### config.mk
export PLATFORM = sky130hd
export DESIGN_NAME = pipe_field
export DESIGN_NICKNAME = d
export VERILOG_FILES = /design/src/rtl/pipe_field.sv
export SDC_FILE = /design/constraint.sdc
export NUM_CORES = 1
export LEC_CHECK = 0
export CORE_ASPECT_RATIO = 1.2
export CORE_MARGIN = 10
export CORE_UTILIZATION = 32
export DETAILED_ROUTE_END_ITERATION = 8
export HOLD_SLACK_MARGIN = 0.06
export PLACE_DENSITY = 0.48
export SYNTH_ARGS = -nofsm -noshare
export SYNTH_HDL_FRONTEND = slang
export SYNTH_SLANG_ARGS = --single-unit
### constraint.sdc
create_clock -name clk -period 5.6 [get_ports clk]
set_input_delay 0.56 -clock clk [delete_from_list [all_inputs] [get_ports clk]]
set_output_delay 0.56 -clock clk [all_outputs]
set_load 0.01 [all_outputs]
### src/rtl/pipe_field.sv
// pipe_field: N-channel scrolling pipe obstacles for the Flappy Bird VGA path.
// Moves N_PIPES pipes left by `speed` pixels on each frame_tick while the game
// runs. Pipes that leave the screen wrap around by N_PIPES*SPACING and get a new
// gap height from an LFSR. The module also detects pipes passing the bird
// column, keeps a saturating score, and produces a registered pipe pixel.
//
// Ports:
//   clk, reset        pixel clock, asynchronous active-high reset
//   frame_tick        one-cycle motion strobe per frame
//   start, halt       game commands (IDLE->RUN / HALT->IDLE, RUN->HALT)
//   speed[3:0]        pixels per motion step, sampled on the tick
//   hCount, vCount    current scan position
//   pipe_pixel        registered: scan position lies on a pipe body
//   pass_pulse        one-cycle pulse when at least one pipe passed BIRD_X
//   score[9:0]        pipes passed, saturating at 999
//   state[1:0]        00 IDLE, 01 RUN, 10 HALT
module pipe_field #(
    parameter int          N_PIPES      = 4,
    parameter int          PIPE_WIDTH   = 40,
    parameter int          SPACING      = 220,
    parameter int          SCREEN_W     = 800,
    parameter int          SPAWN_OFFSET = 80,
    parameter int          GAP_SIZE     = 150,
    parameter int          GAP_MIN_TOP  = 60,
    parameter int          GAP_MAX_TOP  = 320,
    parameter int          BIRD_X       = 200,
    parameter logic [9:0]  LFSR_SEED    = 10'h3FF
) (
    input  logic       clk,
    input  logic       reset,
    input  logic       frame_tick,
    input  logic       start,
    input  logic       halt,
    input  logic [3:0] speed,
    input  logic [9:0] hCount,
    input  logic [9:0] vCount,
    output logic       pipe_pixel,
    output logic       pass_pulse,
    output logic [9:0] score,
    output logic [1:0] state
);

    typedef enum logic [1:0] {
        IDLE = 2'b00,
        RUN  = 2'b01,
        HALT = 2'b10
    } state_t;

    localparam int               GAP_RANGE = GAP_MAX_TOP - GAP_MIN_TOP;
    localparam logic signed [11:0] WRAP    = 12'(N_PIPES * SPACING);
    localparam logic signed [11:0] PW_S    = 12'(PIPE_WIDTH);
    localparam logic signed [11:0] BX_S    = 12'(BIRD_X);

    state_t      state_q, state_d;
    logic [10:0] x_q   [N_PIPES];
    logic [9:0]  gap_q [N_PIPES];
    logic [9:0]  lfsr_q;
    logic [9:0]  score_q;
    logic        pass_q;
    logic        pix_q;

    logic [10:0]       x_next   [N_PIPES];
    logic [9:0]        gap_next [N_PIPES];
    logic [N_PIPES-1:0] crossed;
    logic [N_PIPES-1:0] hit;
    logic              move;
    logic              reinit;
    logic signed [11:0] spd_s;

    // Map a raw LFSR value into [GAP_MIN_TOP, GAP_MAX_TOP]: values above the
    // range fold back once, anything still too large is clamped.
    function automatic logic [9:0] fold(input logic [9:0] raw);
        logic [10:0] t;
        if ({1'b0, raw} <= 11'(GAP_RANGE))
            t = {1'b0, raw};
        else
            t = {1'b0, raw} - 11'(GAP_RANGE) - 11'd1;
        if (t > 11'(GAP_RANGE))
            t = 11'(GAP_RANGE);
        return 10'(11'(GAP_MIN_TOP) + t);
    endfunction

    function automatic logic [3:0] popcount(input logic [N_PIPES-1:0] v);
        logic [3:0] c;
        c = 4'd0;
        for (int k = 0; k < N_PIPES; k++)
            c = c + 4'(v[k]);
        return c;
    endfunction

    function automatic logic [9:0] sat_add(input logic [9:0] a, input logic [3:0] b);
        logic [10:0] s;
        s = {1'b0, a} + 11'(b);
        return (s > 11'd999) ? 10'd999 : s[9:0];
    endfunction

    assign move   = (state_q == RUN) && frame_tick && !halt;
    assign reinit = (state_q == HALT) && start;
    assign spd_s  = $signed({8'b0, speed});

    always_comb begin
        state_d = state_q;
        case (state_q)
            IDLE:    if (start) state_d = RUN;
            RUN:     if (halt)  state_d = HALT;
            HALT:    if (start) state_d = IDLE;
            default: state_d = IDLE;
        endcase
    end

    for (genvar g = 0; g < N_PIPES; g++) begin : g_pipe
        localparam logic [9:0] MIX = 10'((g * 181) % 1024);
        logic signed [11:0] xs;
        logic signed [11:0] xm;
        logic               recycle;
        logic               in_h;
        logic               in_gap;

        assign xs      = $signed({1'b0, x_q[g]});
        assign xm      = xs - spd_s;
        assign recycle = (x_q[g] <= {7'b0, speed});
        // Wrapping by the full ring length keeps the inter-pipe spacing exact.
        assign x_next[g]   = recycle ? 11'(xm + WRAP) : 11'(xm);
        assign gap_next[g] = recycle ? fold(lfsr_q ^ MIX) : gap_q[g];
        // Trailing edge moves from right of BIRD_X to at-or-left of it.
        assign crossed[g]  = (xs + PW_S > BX_S) && (xm + PW_S <= BX_S);

        assign in_h   = ({1'b0, hCount} >= x_q[g]) &&
                        ({1'b0, hCount} <  x_q[g] + 11'(PIPE_WIDTH));
        assign in_gap = ({1'b0, vCount} >= {1'b0, gap_q[g]}) &&
                        ({1'b0, vCount} <  {1'b0, gap_q[g]} + 11'(GAP_SIZE));
        assign hit[g] = in_h && !in_gap;
    end

    always_ff @(posedge clk or posedge reset) begin
        if (reset) begin
            state_q <= IDLE;
            lfsr_q  <= LFSR_SEED;
            score_q <= 10'd0;
            pass_q  <= 1'b0;
            pix_q   <= 1'b0;
            for (int k = 0; k < N_PIPES; k++) begin
                x_q[k]   <= 11'(SCREEN_W + SPAWN_OFFSET + k * SPACING);
                gap_q[k] <= 10'(GAP_MIN_TOP);
            end
        end else begin
            state_q <= state_d;
            pix_q   <= |hit;
            pass_q  <= move && (|crossed);
            if (reinit) begin
                lfsr_q  <= LFSR_SEED;
                score_q <= 10'd0;
                for (int k = 0; k < N_PIPES; k++) begin
                    x_q[k]   <= 11'(SCREEN_W + SPAWN_OFFSET + k * SPACING);
                    gap_q[k] <= 10'(GAP_MIN_TOP);
                end
            end else if (move) begin
                lfsr_q  <= {lfsr_q[8:0], lfsr_q[9] ^ lfsr_q[6]};
                score_q <= sat_add(score_q, popcount(crossed));
                for (int k = 0; k < N_PIPES; k++) begin
                    x_q[k]   <= x_next[k];
                    gap_q[k] <= gap_next[k];
                end
            end
        end
    end

    assign pipe_pixel = pix_q;
    assign pass_pulse = pass_q;
    assign score      = score_q;
    assign state      = state_q;

endmodule

==> PnR_summary.wiki <==
{| class="wikitable"
! Metric !! Value
|-
| Result of the run || finished clean
|-
| Net switching power figure || 3.63 mW
|-
| Count of final hold-check violations || 0
|-
| VDD IR-drop max || 0.000340 V
|-
| Die area || 48000 um^2
|-
| Clock tree from TritonCTS || yes
|-
| Multiplexer share of the synthesized area || 0.818%
|-
| Worst hold path class || reg2reg
|-
| Post-route setup TNS || 0 ns
|-
| Area share of the largest cell type after synthesis || 18.6%
|-
| Max-Cap Viols || 0
|-
| Internal Power || 3.87 mW
|-
| Fill cell count || 4082
|-
| Count of port buffers added during placement || 42
|-
| Tightest slew margin relative to the limit || 37.8%
|-
| Leak pwr || 6.68 nW
|-
| Cts bufs inserted || 9
|-
| Number of H-tree branching levels || 3
|-
| Most frequent CP cell || sky130_fd_sc_hd__buf_4
|-
| Proportion of synthesized chip area in sequential cells || 21.7%
|-
| Yosys reg bits || 108
|-
| Average cell area after synthesis || 7.93 um^2
|-
| Dominant combinational cell family by area after synthesis || compound AO/OA/AOI/OAI gates
|-
| First-pass GRT wire length || 65.2 mm
|-
| Initial antenna violation count || 0
|-
| Startpoint types || input pin
|-
| Clock power frac || 8.7%
|-
| Arr. time, crit path || 5.84 ns
|-
| First DRT Iteration DRCs || 800
|-
| Largest net degree at the start of global routing || 65
|-
| Total via count after detailed routing || 12093
|-
| Basic-gate share of the synthesized area counting and, or, nand and nor cells || 18.4%
|-
| Reg clk slew, reported paths || 0.08 ns
|-
| Boundary pin count || 43
|-
| Adder-cell share of the synthesized area || 19.8%
|-
| Number of warnings reported in the yosys synthesis log || 0
|-
| Measured slew at the worst slew-check pin || 0.929 ns
|-
| Standard-cell rows || 79
|-
| Antenna cell count || 0
|-
| Delay of the slowest cell on the worst path || 0.54 ns
|-
| Final min period || 5.57 ns
|-
| Clock tree sinks || 108
|-
| Initial core utilization || 32.6%
|-
| Switching share of power || 48.4%
|-
| Total power divided by cell area || 484 nW/um^2
|-
| Leading area contributor after synthesis || sky130_fd_sc_hd__ha_1
|-
| Bufs on Longest Clock Path || 2
|-
| Parity-gate share of the synthesized area counting xor and xnor cells || 9.72%
|-
| Die Height || 238 um
|-
| Post-detailed-route count of antenna-violating nets || 0
|-
| Final Instance Area || 15500 um^2
|-
| Max Transition Viols Final || 0
|-
| First-pass iteration count of the detailed router || 7
|-
| Post-route DRC violation count || 0
|-
| Routed length per instance || 17.8 um
|-
| Clock tree root buffer cell || sky130_fd_sc_hd__clkbuf_16
|-
| Final #Nets || 1976
|-
| Kind of critical path || in2reg
|-
| Required arrival time at the worst endpoint || 5.87 ns
|-
| Combinational group share of total power || 71.9%
|-
| Worst-skew pair later-pin latency || 0.38 ns
|-
| Via count of the first global-routing pass || 11939
|-
| Setup slack after layout || 0.0302 ns
|-
| Share of post-route cells with drive strength above 1 || 18.3%
|-
| Number of hold-repair buffers added at the cts stage || 0
|-
| Maximum fanout along the worst path || 6
|-
| Global routing usage summed across all routing layers || 16.7%
|-
| Final critical-path share of the clock period || 99.5%
|-
| Number of enable flip-flop cells after synthesis || 0
|-
| Core area || 38900 um^2
|-
| Post-synthesis instance total || 1600
|-
| Post-Syn Nets || 1825
|-
| Standard cell with the maximum stage delay on the critical path || sky130_fd_sc_hd__fa_1
|-
| Syn-to-layout area delta || 22.2%
|-
| Clock skew after layout || 0.0136 ns
|-
| DIE WIDTH || 202 um
|-
| Most common flop cell mapped by yosys || sky130_fd_sc_hd__dfrtp_1
|-
| Post-synth ARST share || 100%
|-
| Post-place instance area || 14600 um^2
|-
| Highest achievable clock rate || 180 MHz
|-
| Compound-Gate Fraction of Synth Area || 23.9%
|-
| Final global-route overflow total || 0
|-
| Via-to-Cell Ratio || 5.30
|-
| # setup viols final || 0
|-
| Syn Std Cell Area || 12700 um^2
|-
| Nature of the critical path endpoint || flip-flop
|-
| DRT Wirelength || 40.6 mm
|-
| Gp weighted congestion || 0.852
|-
| Post-DP HPWL || 30.8 mm
|-
| Top post-synthesis cells by area || sky130_fd_sc_hd__ha_1 (19%), sky130_fd_sc_hd__dfrtp_1 (13%), sky130_fd_sc_hd__dfstp_2 (8.7%), sky130_fd_sc_hd__xnor2_1 (8.0%), sky130_fd_sc_hd__a21oi_1 (5.4%)
|-
| Setup Slack @ Placement || -1.03 ns
|-
| Count of distinct cell types in the synthesized netlist || 87
|-
| Unrepaired setup endpoints after global routing || yes
|-
| Fraction of power consumed by sequential logic || 19.4%
|}
## Yosys cell counts, drive strengths merged, types with 15 or more instances
| master | number |
|---|---|
| o21ai | 133 |
| nor3 | 53 |
| dfstp | 42 |
| nor2b | 25 |
| o22ai | 23 |
| nor2 | 123 |
| ha | 189 |
| clkbuf | 41 |
| nand2 | 123 |
| nand2b | 24 |
| nand4 | 15 |
| xnor2 | 117 |
| inv | 121 |
| a211oi | 20 |
| nand3 | 44 |
| buf | 19 |
| a31oi | 24 |
| dfrtp | 66 |
| a21oi | 137 |
| xor2 | 23 |
## cell families after synthesis
logic type               after synthesis
AO/OA/AOI/OAI                        482
XOR/XNOR                             140
adder cells (fa/ha/maj)              197
buffers and inverters                183
flip-flops                           108
multiplexers                          10
AND/OR/NAND/NOR                      480
## state kept, by name, indices dropped and copies added, names as in the netlist
register	count
lfsr_q	10
pass_pulse	1
pipe_pixel	1
gap_q	40
g_pipe.xs	44
state	2
score	10
## area by class of cell
cell class,count,area (um^2),share of cell area (%)
Multi-Input combinational cell,1309,9740,62.8
Tap cell,526,658,4.24
Timing Repair Buffer,200,1620,10.4
Clock buffer,11,233,1.50
Sequential cell,108,2760,17.8
Inverter,123,468,3.02
Clock inverter,5,38.8,0.250
## per-stage QoR
stage | utilization (%) | hold WS, ns | cells | power [mW]
detailed placement | 37.6 | 0.486 | 2242 | 6.38
floorplan | - | 0.464 | 1600 | 4.66
global placement | 37.6 | 0.486 | 2242 | 6.33
CTS | 38.8 | 0.501 | 2267 | 7.19
global route | 39.8 | 0.520 | 2282 | 8.23
finish | 39.8 | 0.501 | 2282 | 7.50
## power groups by stage
stage                     Combinational (mW)  Sequential, mW  Clock (mW)
after floorplan                         3.45            1.20           0
after global placement                  4.88            1.45           0
after detailed placement                4.93            1.45           0
after CTS                               5.07            1.45       0.679
after global routing                    6.03            1.50       0.699
final                                   5.40            1.46       0.651
## worst paths after layout
path	from	end	slack [ns]	cells after the start
min in group asynchronous	reset	score[7]$_DFFE_PP0P_	0.72	2
min reg2reg	state[1]$_DFFE_PP0P_	state[0]$_DFFE_PP0P_	0.50	1
max in group asynchronous	reset	g_pipe[2].xs[7]$_DFFE_PP0P_	3.70	3
max	speed[1]	score[6]$_DFFE_PP0P_	0.03	31
min	state[1]$_DFFE_PP0P_	state[0]$_DFFE_PP0P_	0.50	1
max reg2reg	g_pipe[2].xs[0]$_DFFE_PP0P_	score[6]$_DFFE_PP0P_	0.03	30
## timing repair
action                     4_1_cts  5_1_grt
buffers inserted                 9       16
pin swaps                       29       29
setup endpoints to repair       10        8
resized for setup               39       53
## cell usage in the layout, fill, tap and decap left out, types with 5 or more instances in the layout
| cell type | instances |
|---|---|
| sky130_fd_sc_hd__mux2i_1 | 6 |
| sky130_fd_sc_hd__a211oi_1 | 17 |
| sky130_fd_sc_hd__o22ai_1 | 23 |
| sky130_fd_sc_hd__o21bai_1 | 7 |
| sky130_fd_sc_hd__o21a_1 | 14 |
| sky130_fd_sc_hd__xnor2_1 | 110 |
| sky130_fd_sc_hd__clkdlybuf4s50_1 | 38 |
| sky130_fd_sc_hd__a31oi_1 | 24 |
| sky130_fd_sc_hd__dfstp_2 | 42 |
| sky130_fd_sc_hd__and2_1 | 8 |
| sky130_fd_sc_hd__a21o_1 | 14 |
| sky130_fd_sc_hd__o21ai_0 | 125 |
| sky130_fd_sc_hd__a21oi_1 | 128 |
| sky130_fd_sc_hd__a2111oi_0 | 8 |
| sky130_fd_sc_hd__a22oi_1 | 12 |
| sky130_fd_sc_hd__ha_1 | 177 |
| sky130_fd_sc_hd__nor2_1 | 117 |
| sky130_fd_sc_hd__o31ai_1 | 11 |
| sky130_fd_sc_hd__or3_1 | 6 |
| sky130_fd_sc_hd__a21oi_2 | 6 |
| sky130_fd_sc_hd__nor3_1 | 51 |
| sky130_fd_sc_hd__ha_4 | 10 |
| sky130_fd_sc_hd__dfrtp_1 | 66 |
| sky130_fd_sc_hd__inv_1 | 109 |
| sky130_fd_sc_hd__nor2b_1 | 23 |
| sky130_fd_sc_hd__nand2_1 | 120 |
| sky130_fd_sc_hd__nand3_1 | 43 |
| sky130_fd_sc_hd__nor4_1 | 10 |
| sky130_fd_sc_hd__inv_2 | 10 |
| sky130_fd_sc_hd__clkbuf_16 | 9 |
| sky130_fd_sc_hd__buf_4 | 153 |
| sky130_fd_sc_hd__and3_1 | 11 |
| sky130_fd_sc_hd__nand4_1 | 15 |
| sky130_fd_sc_hd__xnor2_2 | 5 |
| sky130_fd_sc_hd__nand2b_1 | 22 |
| sky130_fd_sc_hd__xor2_1 | 23 |
| sky130_fd_sc_hd__buf_6 | 6 |
| sky130_fd_sc_hd__o211ai_1 | 12 |
## layer usage
layer	up-vias	global-route usage, %	wire, um
li1	6093	-	-
met1	5799	21.0	18500
met2	164	29.6	20300
met3	37	1.29	1080
met4	0	5.15	764
met5	-	0	0
## worst max-delay path, delay by kind of cell
family / cells / cell delay [ns]
AO/OA/AOI/OAI: 8 / 1.39
buffers and inverters: 12 / 1.47
AND/OR/NAND/NOR: 4 / 0.41
XOR/XNOR: 2 / 0.34
adder cells (fa/ha/maj): 5 / 1.68
No activity file was read; power rests on OpenSTA's default activity.
